--- config.mk ---
export PLATFORM = sky130hd
export DESIGN_NAME = npx_frame_sched
export DESIGN_NICKNAME = d
export VERILOG_FILES = /design/src/rtl/npx_pkg.sv /design/src/rtl/npx_dim.sv /design/src/rtl/npx_frame_sched.sv
export SDC_FILE = /design/constraint.sdc
export NUM_CORES = 1
export LEC_CHECK = 0
export ABC_AREA = 0
export CORE_AREA = 2 2 91 93
export DETAILED_ROUTE_END_ITERATION = 6
export DIE_AREA = 0 0 93 95
export HOLD_SLACK_MARGIN = 0.08
export SLEW_MARGIN = 15
export SYNTH_ARGS = -nofsm -noshare
export SYNTH_HDL_FRONTEND = slang
export SYNTH_SLANG_ARGS = --single-unit
--- constraint.sdc ---
create_clock -name clk -period 3.6 [get_ports clk]
set_clock_uncertainty 0.2 [all_clocks]
set_input_delay 0.72 -clock clk [delete_from_list [all_inputs] [get_ports clk]]
set_output_delay 0.72 -clock clk [all_outputs]
set_load 0.1 [all_outputs]
--- src/rtl/npx_pkg.sv ---
// npx_pkg: state encoding, GRB field layout and brightness limits
// shared by the WS2812B frame scheduler and its channel scaler.
package npx_pkg;

  typedef enum logic [2:0] {
    IDLE,
    FETCH,
    CAPT,
    SEND,
    LATCH
  } npx_state_t;

  localparam int G_HI = 23;
  localparam int G_LO = 16;
  localparam int R_HI = 15;
  localparam int R_LO = 8;
  localparam int B_HI = 7;
  localparam int B_LO = 0;

  localparam logic [2:0] LVL_MAX = 3'd4;

  // Right-shift amount for a level; 5..7 saturate to full scale.
  function automatic logic [2:0] lvl_shift(input logic [2:0] lvl);
    return (lvl >= LVL_MAX) ? 3'd0 : LVL_MAX - lvl;
  endfunction

endpackage

--- src/rtl/npx_dim.sv ---
// npx_dim: combinational per-channel brightness scaler.
// Ports: lvl (0..4, >4 = 4), din {G,R,B}, dout scaled {G,R,B}.
module npx_dim
  import npx_pkg::*;
(
  input  logic [2:0]  lvl,
  input  logic [23:0] din,
  output logic [23:0] dout
);

  logic [2:0] s;

  always_comb begin
    s = lvl_shift(lvl);
    // Each channel shifts alone so no bits bleed across bytes.
    dout[G_HI:G_LO] = din[G_HI:G_LO] >> s;
    dout[R_HI:R_LO] = din[R_HI:R_LO] >> s;
    dout[B_HI:B_LO] = din[B_HI:B_LO] >> s;
  end

endmodule

--- src/rtl/npx_frame_sched.sv ---
// npx_frame_sched: walks the pixel buffer, scales each GRB word and
// hands it to the serializer over valid/ready, then holds the latch gap.
// Ports: clk, rst (async high), start, bright_lvl -> rd_en/rd_addr,
// rd_data <- buffer, px_data/px_valid/px_ready to serializer,
// busy, frame_done. Option: NPX_AUTO_REFRESH_EN repeats frames forever.
module npx_frame_sched
  import npx_pkg::*;
#(
  parameter int NUM_LEDS     = 60,
  parameter int ADDR_W       = 6,
  parameter int LATCH_CYCLES = 3600
) (
  input  logic              clk,
  input  logic              rst,
  input  logic              start,
  input  logic [2:0]        bright_lvl,
  output logic              rd_en,
  output logic [ADDR_W-1:0] rd_addr,
  input  logic [23:0]       rd_data,
  output logic [23:0]       px_data,
  output logic              px_valid,
  input  logic              px_ready,
  output logic              busy,
  output logic              frame_done
);

  localparam int CNT_W =
    (LATCH_CYCLES > 1) ? $clog2(LATCH_CYCLES) : 1;
  localparam logic [ADDR_W-1:0] LAST_ADDR =
    ADDR_W'(NUM_LEDS - 1);
  localparam logic [CNT_W-1:0] LAST_CNT =
    CNT_W'(LATCH_CYCLES - 1);

  npx_state_t        state, state_nxt;
  logic [ADDR_W-1:0] addr, addr_nxt;
  logic [CNT_W-1:0]  cnt, cnt_nxt;
  logic [2:0]        lvl_q, lvl_nxt;
  logic [23:0]       px_q, px_nxt;
  logic [23:0]       dim_out;

  npx_dim u_dim (
    .lvl  (lvl_q),
    .din  (rd_data),
    .dout (dim_out)
  );

  always_ff @(posedge clk or posedge rst) begin
    if (rst) begin
      state <= IDLE;
      addr  <= '0;
      cnt   <= '0;
      lvl_q <= LVL_MAX;
      px_q  <= '0;
    end else begin
      state <= state_nxt;
      addr  <= addr_nxt;
      cnt   <= cnt_nxt;
      lvl_q <= lvl_nxt;
      px_q  <= px_nxt;
    end
  end

  always_comb begin
    state_nxt  = state;
    addr_nxt   = addr;
    cnt_nxt    = cnt;
    lvl_nxt    = lvl_q;
    px_nxt     = px_q;
    rd_en      = 1'b0;
    px_valid   = 1'b0;
    frame_done = 1'b0;
    unique case (state)
      IDLE: begin
        if (start) begin
          lvl_nxt   = bright_lvl;
          addr_nxt  = '0;
          state_nxt = FETCH;
        end
      end
      FETCH: begin
        rd_en     = 1'b1;
        state_nxt = CAPT;
      end
      CAPT: begin
        px_nxt    = dim_out;
        state_nxt = SEND;
      end
      SEND: begin
        px_valid = 1'b1;
        if (px_ready) begin
          if (addr == LAST_ADDR) begin
            cnt_nxt   = '0;
            state_nxt = LATCH;
          end else begin
            addr_nxt  = addr + 1'b1;
            state_nxt = FETCH;
          end
        end
      end
      LATCH: begin
        cnt_nxt = cnt + 1'b1;
        if (cnt == LAST_CNT) begin
          frame_done = 1'b1;
`ifdef NPX_AUTO_REFRESH_EN
          lvl_nxt   = bright_lvl;
          addr_nxt  = '0;
          state_nxt = FETCH;
`else
          state_nxt = IDLE;
`endif
        end
      end
      default: state_nxt = IDLE;
    endcase
  end

  assign rd_addr = addr;
  assign px_data = px_q;
  assign busy    = (state != IDLE);

endmodule

Word-level counts from Yosys, hierarchy flattened

Index checks and enable logic that the tools add are counted.

Register bits: 48
Input port bits: 31
Output and inout port bits: 34
Word-level logic and storage cells: 48

$add $sub $neg: 3
Magnitude comparators: 1
Equal/unequal tests: 11
Shifts and indexed selects: 3
Muxes and demuxes: 17
Reductions and logical operators: 8

Operators by type and width:

| kind                                                 | number |
|---|---|
| 2-to-1 mux 12 bit                                    | 2 |
| case mux 12 bit (2 select lines)                     | 1 |
| >> shifter 8 x 3 -> 8 bit                            | 3 |
| 2-to-1 mux 6 bit                                     | 3 |
| 2-to-1 mux 3 bit                                     | 5 |
| case mux 3 bit (5 select lines)                      | 1 |
| adder 12 x 1 -> 12 bit (second input constant)       | 1 |
| equality test 12 bit (second input constant)         | 1 |
| case mux 6 bit (2 select lines)                      | 1 |
| inequality test 2 bit (second input constant)        | 5 |
| adder 6 x 1 -> 6 bit (second input constant)         | 1 |
| equality test 3 x 2 -> 1 bit (second input constant) | 2 |
| equality test 6 bit (second input constant)          | 1 |
| AND reduction 3 bit                                  | 2 |
| 2-to-1 mux 1 bit                                     | 4 |
| AND reduction 4 bit                                  | 1 |
| nonzero test 2 bit                                   | 2 |
| equality test 3 x 1 -> 1 bit (second input constant) | 1 |
| equality test 3 bit (second input constant)          | 1 |
| >= comparator 3 bit (second input constant)          | 1 |
| logical NOT 3 bit                                    | 1 |
| nonzero test 3 bit                                   | 1 |
| subtractor 3 bit (first input constant)              | 1 |
| AND reduction 2 bit                                  | 1 |

Logic depth before layout (Yosys ltp)

Depth after elaboration: 4
Depth in mapped cells: 11
Depth with buffers taken out: 7

Hierarchy

Synthesis repeated with hierarchy kept, for this count alone.

Cells, all modules: 279
Area total of the unflattened synthesis: 2974.1 sq um

Modules (own cells, without submodules):

| module          | instances | cells an instance | area each (sq um) | seq. area each (sq um) |
|---|---|---|---|---|
| npx_frame_sched | 1         | 187               | 2184.6            | 1202.4 |
| npx_dim         | 1         | 92                | 789.5             | 0.0 |

Worst setup path before layout

Ideal clock, no wire load.

Kind: reg-to-output
From: register state[2]
To: output rd_en
Data arrival time: 2.884 ns
Data required time: 2.680 ns
Path slack: -0.204 ns
Cell stages (with the launch flop): 4
Path buffers: 2
Cell sequence: dfrtp_1 buf_6 clkbuf_1 nor3b_1

Word-level cells in the longest chain between the ends: 2

Ends and longest elaborated chain:

| what                         | line                  | RTL |
|---|---|---|
| start: declaration           | npx_frame_sched.sv:34 | `npx_state_t state, state_nxt;` |
| start signal: assignment     | npx_frame_sched.sv:55 | `state <= state_nxt;` |
| equality test 3 x 1 -> 1 bit | npx_frame_sched.sv:72 | `unique case (state)` |
| 2-to-1 mux 1 bit             | npx_frame_sched.sv:72 |  |
| end: declaration             | npx_frame_sched.sv:17 | `output logic rd_en,` |

Every way passes these cells.

Worst setup path in the final report

From: register state[2]
To: output frame_done

Word-level cells in the longest chain between the ends: 2

Ends and longest elaborated chain:

| what                | line                  | RTL |
|---|---|---|
| equality test 3 bit | npx_frame_sched.sv:72 |  |
| 2-to-1 mux 1 bit    | npx_frame_sched.sv:72 |  |
| end: declaration    | npx_frame_sched.sv:24 | `output logic frame_done` |

Every way passes these cells.

==> results.py <==
metrics = {
    "die": {
        "floorplan.die.height_um": 95,
        "start_util": 0.385,
        "boundaryPins": 65,
        "die_area_um2": 8840,
        "die_width_um": 93,
        "placeableCoreArea_um2": 7930,
        "num_rows": 33,
    },
    "routing": {
        "wire_per_inst_um": 16.9,
        "initialDrtViolationCount": 155,
        "post_drt_via_cell_ratio": 5.72,
        "num_vias": 2729,
        "detailedRoute.firstPassIterationCount": 5,
        "drt_wl_total_mm": 8.06,
        "ant_nets": 0,
        "drc_errors": 0,
    },
    "critical_path": {
        "largest_fanout_on_the_critical_path": 17,
        "critPathCaptureType": "output port",
        "kind_of_critical_path": "reg -> out",
        "cp_data_required_time_ns": 2.68,
        "critPathArrivalTime_ns": 1.99,
        "setup.worst_path.start_class": "register",
        "crit_family": "simple AND/OR/NAND/NOR gates",
        "worstPathCellList": "or3b_2 -> nor2_1 -> buf_4",
        "critical_path.n_buffers_inverters": 1,
        "slowest_stage": "sky130_fd_sc_hd__dfrtp_1",
        "cpPeakStageDelay_ns": 0.69,
    },
    "synth": {
        "synthesis.area_per_instance_um2": 9.57,
        "synth.yosys.warnings": 0,
        "seq_area_frac_synth": 0.394,
        "synthFlopType": "sky130_fd_sc_hd__dfrtp_1",
        "post_synth_edffs": 0,
        "synth_compound_gate_area_share": 0.238,
        "synth_cells": 319,
        "yosysUniqueCellTypes": 61,
        "synth_adder_area_share": 0.0164,
        "largest_family_of_logic_cells_by_synthesized_area": "compound AO/OA/AOI/OAI gates",
        "netlist_area_um2": 3050,
        "post_synth_mux_area_share": 0.0643,
        "postSynthNetCount": 354,
        "synth_xor_xnor_area_share": 0.00860,
        "synth_simple_gate_area_frac": 0.230,
        "asyncSetResetFlopFracSynth": 1.00,
        "synth_seq_cells": 48,
    },
    "clock_network": {
        "cts_tree": "done",
        "cts.reportedPaths.clkPinSlew_ns": 0.10,
        "cts_root_buffer": "sky130_fd_sc_hd__clkbuf_8",
        "cts-hold-fix-buffers": 0,
        "cts-htree-levels": 2,
        "clock_insertion_delay_worst_skew_ns": 0.30,
        "postCtsSetupRepairBufs": 0,
        "tritoncts_num_sinks": 48,
        "tritoncts.num_buffers": 5,
        "clock_path_buffers": 2,
        "ctsResizeCount": 0,
    },
    "finish": {
        "insertedDiodeCount": 0,
        "drive_gt1_frac": 0.180,
        "fin_nets": 406,
        "n_fill_cell": 790,
        "area_growth_syn_to_layout_pct": 23.0,
    },
    "global_routing": {
        "globalRoute.totalOverflow": 0,
        "grt_pass1_vias": 2572,
        "wire_length_of_the_first_global_routing_pass_mm": 13.3,
        "antenna_violations_before_repair": 0,
        "grt_max_degree": 49,
        "grt_usage": 0.188,
    },
    "sta": {
        "timing.fmax_mhz": 343,
        "slew-limit-headroom": 0.325,
        "rsz0062_at_grt": "no",
        "setup_tns_ns": 0,
        "report.final.hold_viol_count": 0,
        "min_period_ns": 2.91,
        "maxSlewViolCount": 0,
        "setup_viol_count_final": 0,
        "fin_crit_sh": 0.809,
        "tightest_slew_ns": 1.01,
    },
    "outcome": {
        "outcome": "finished, final reports clean",
    },
    "placed_design": {
        "routabilityCongestion": 0.927,
        "portBuffers": 64,
        "hpwl_mm": 5.91,
    },
    "job": {
        "max-cap-violations": 0,
    },
    "hold_path": {
        "min_path_type": "reg -> reg",
    },
}
## per-layer routing
metal | part of all wire | global-route usage | vias up
met5 | 0 | 0 | -
met4 | 0.0094 | 0.0429 | 0
met3 | 0.051 | 0.0231 | 8
met2 | 0.44 | 0.274 | 85
met1 | 0.50 | 0.296 | 1309
li1 | - | - | 1327
## cell usage after synthesis, types with 2 or more instances
library cell	n	area, µm²
sky130_fd_sc_hd__a2111o_1	4	45.0
sky130_fd_sc_hd__a2111oi_0	6	52.6
sky130_fd_sc_hd__a21oi_1	9	45.0
sky130_fd_sc_hd__a221o_1	6	60.1
sky130_fd_sc_hd__a221oi_1	9	78.8
sky130_fd_sc_hd__a22o_1	4	35.0
sky130_fd_sc_hd__a311oi_1	3	26.3
sky130_fd_sc_hd__a31oi_1	4	25.0
sky130_fd_sc_hd__and2_1	4	25.0
sky130_fd_sc_hd__and3_1	5	31.3
sky130_fd_sc_hd__and3b_1	11	96.3
sky130_fd_sc_hd__and4_1	2	17.5
sky130_fd_sc_hd__and4b_1	2	20.0
sky130_fd_sc_hd__buf_2	9	45.0
sky130_fd_sc_hd__buf_6	2	22.5
sky130_fd_sc_hd__clkbuf_1	11	41.3
sky130_fd_sc_hd__dfrtp_1	47	1180
sky130_fd_sc_hd__ha_1	4	50.1
sky130_fd_sc_hd__inv_1	7	26.3
sky130_fd_sc_hd__mux2_2	4	45.0
sky130_fd_sc_hd__mux2i_1	8	80.1
sky130_fd_sc_hd__mux4_2	2	45.0
sky130_fd_sc_hd__nand2_1	40	150
sky130_fd_sc_hd__nand2b_1	3	18.8
sky130_fd_sc_hd__nand3_1	6	30.0
sky130_fd_sc_hd__nand4_1	10	62.6
sky130_fd_sc_hd__nor2_1	15	56.3
sky130_fd_sc_hd__nor2b_1	3	18.8
sky130_fd_sc_hd__nor3_1	6	30.0
sky130_fd_sc_hd__o211ai_1	3	22.5
sky130_fd_sc_hd__o21ai_0	20	100
sky130_fd_sc_hd__o22a_1	6	52.6
sky130_fd_sc_hd__o22ai_1	2	12.5
sky130_fd_sc_hd__o31ai_1	14	105
sky130_fd_sc_hd__xor2_1	2	17.5
## cell families (layout without fill, tap and decap cells)
logic type	Yosys count	after routing
XOR/XNOR	3	3
multiplexers	15	15
buffers and inverters	31	84
AO/OA/AOI/OAI	96	96
flip-flops	48	48
adder cells (fa/ha/maj)	4	4
AND/OR/NAND/NOR	122	122
## metrics by stage
step                cells  cell area [µm²]  utilization  worst slack (ns)  hold WS (ns)
finish                477             3760        0.474             0.687         0.291
global route          477             3760        0.474             0.516         0.321
CTS                   477             3760        0.474             0.667         0.301
detailed placement    469             3660        0.462             0.684         0.279
global placement      469             3660        0.462             0.778         0.271
floorplan             319             3060            -             0.241         0.280
## state kept, by name, summed over array words and instances, names as in the netlist
signal   flops
px_data     24
rd_addr      6
lvl_q        3
cnt         12
state        3
## worst paths after layout
check	slack, ns	end	from	cells past startpoint
setup / recovery	0.69	frame_done	state[2]	3
min in group asynchronous	0.77	px_data[19]	rst	2
setup reg to reg	0.70	px_data[0]	lvl_q[1]	7
hold / removal	0.29	px_data[4]	px_data[4]	2
hold reg to reg	0.29	px_data[4]	px_data[4]	2
max in group asynchronous	1.79	rd_addr[0]	rst	2
## worst min-delay path, cell delays in order (launching register included)
cell and delay [ns]:
sky130_fd_sc_hd__dfrtp_1 0.35, sky130_fd_sc_hd__nand2_1 0.05, sky130_fd_sc_hd__o31ai_1 0.06
## final cells by class
cell class | instances | area (µm²) | area share
multi-input combinational | 240 | 1710 | 0.454
sequential | 48 | 1200 | 0.320
timing repair buffer | 69 | 593 | 0.158
tap | 105 | 131 | 0.0350
clock buffer | 6 | 82.6 | 0.0220
inverter | 7 | 26.3 | 0.00699
clock inverter | 2 | 15.0 | 0.00400
## cell usage in the layout, fill, tap and decap left out, types with 8 or more instances in the layout
cell	count
sky130_fd_sc_hd__nand4_1	10
sky130_fd_sc_hd__a221oi_1	9
sky130_fd_sc_hd__o21ai_0	20
sky130_fd_sc_hd__a21oi_1	9
sky130_fd_sc_hd__buf_4	39
sky130_fd_sc_hd__o31ai_1	14
sky130_fd_sc_hd__nand2_1	40
sky130_fd_sc_hd__nor2_1	15
sky130_fd_sc_hd__dfrtp_1	47
sky130_fd_sc_hd__and3b_1	11
sky130_fd_sc_hd__mux2i_1	8
sky130_fd_sc_hd__clkdlybuf4s50_1	30
Power is not shown: default switching activity piles up to over one toggle a cycle in this logic, so the estimate is an artifact.
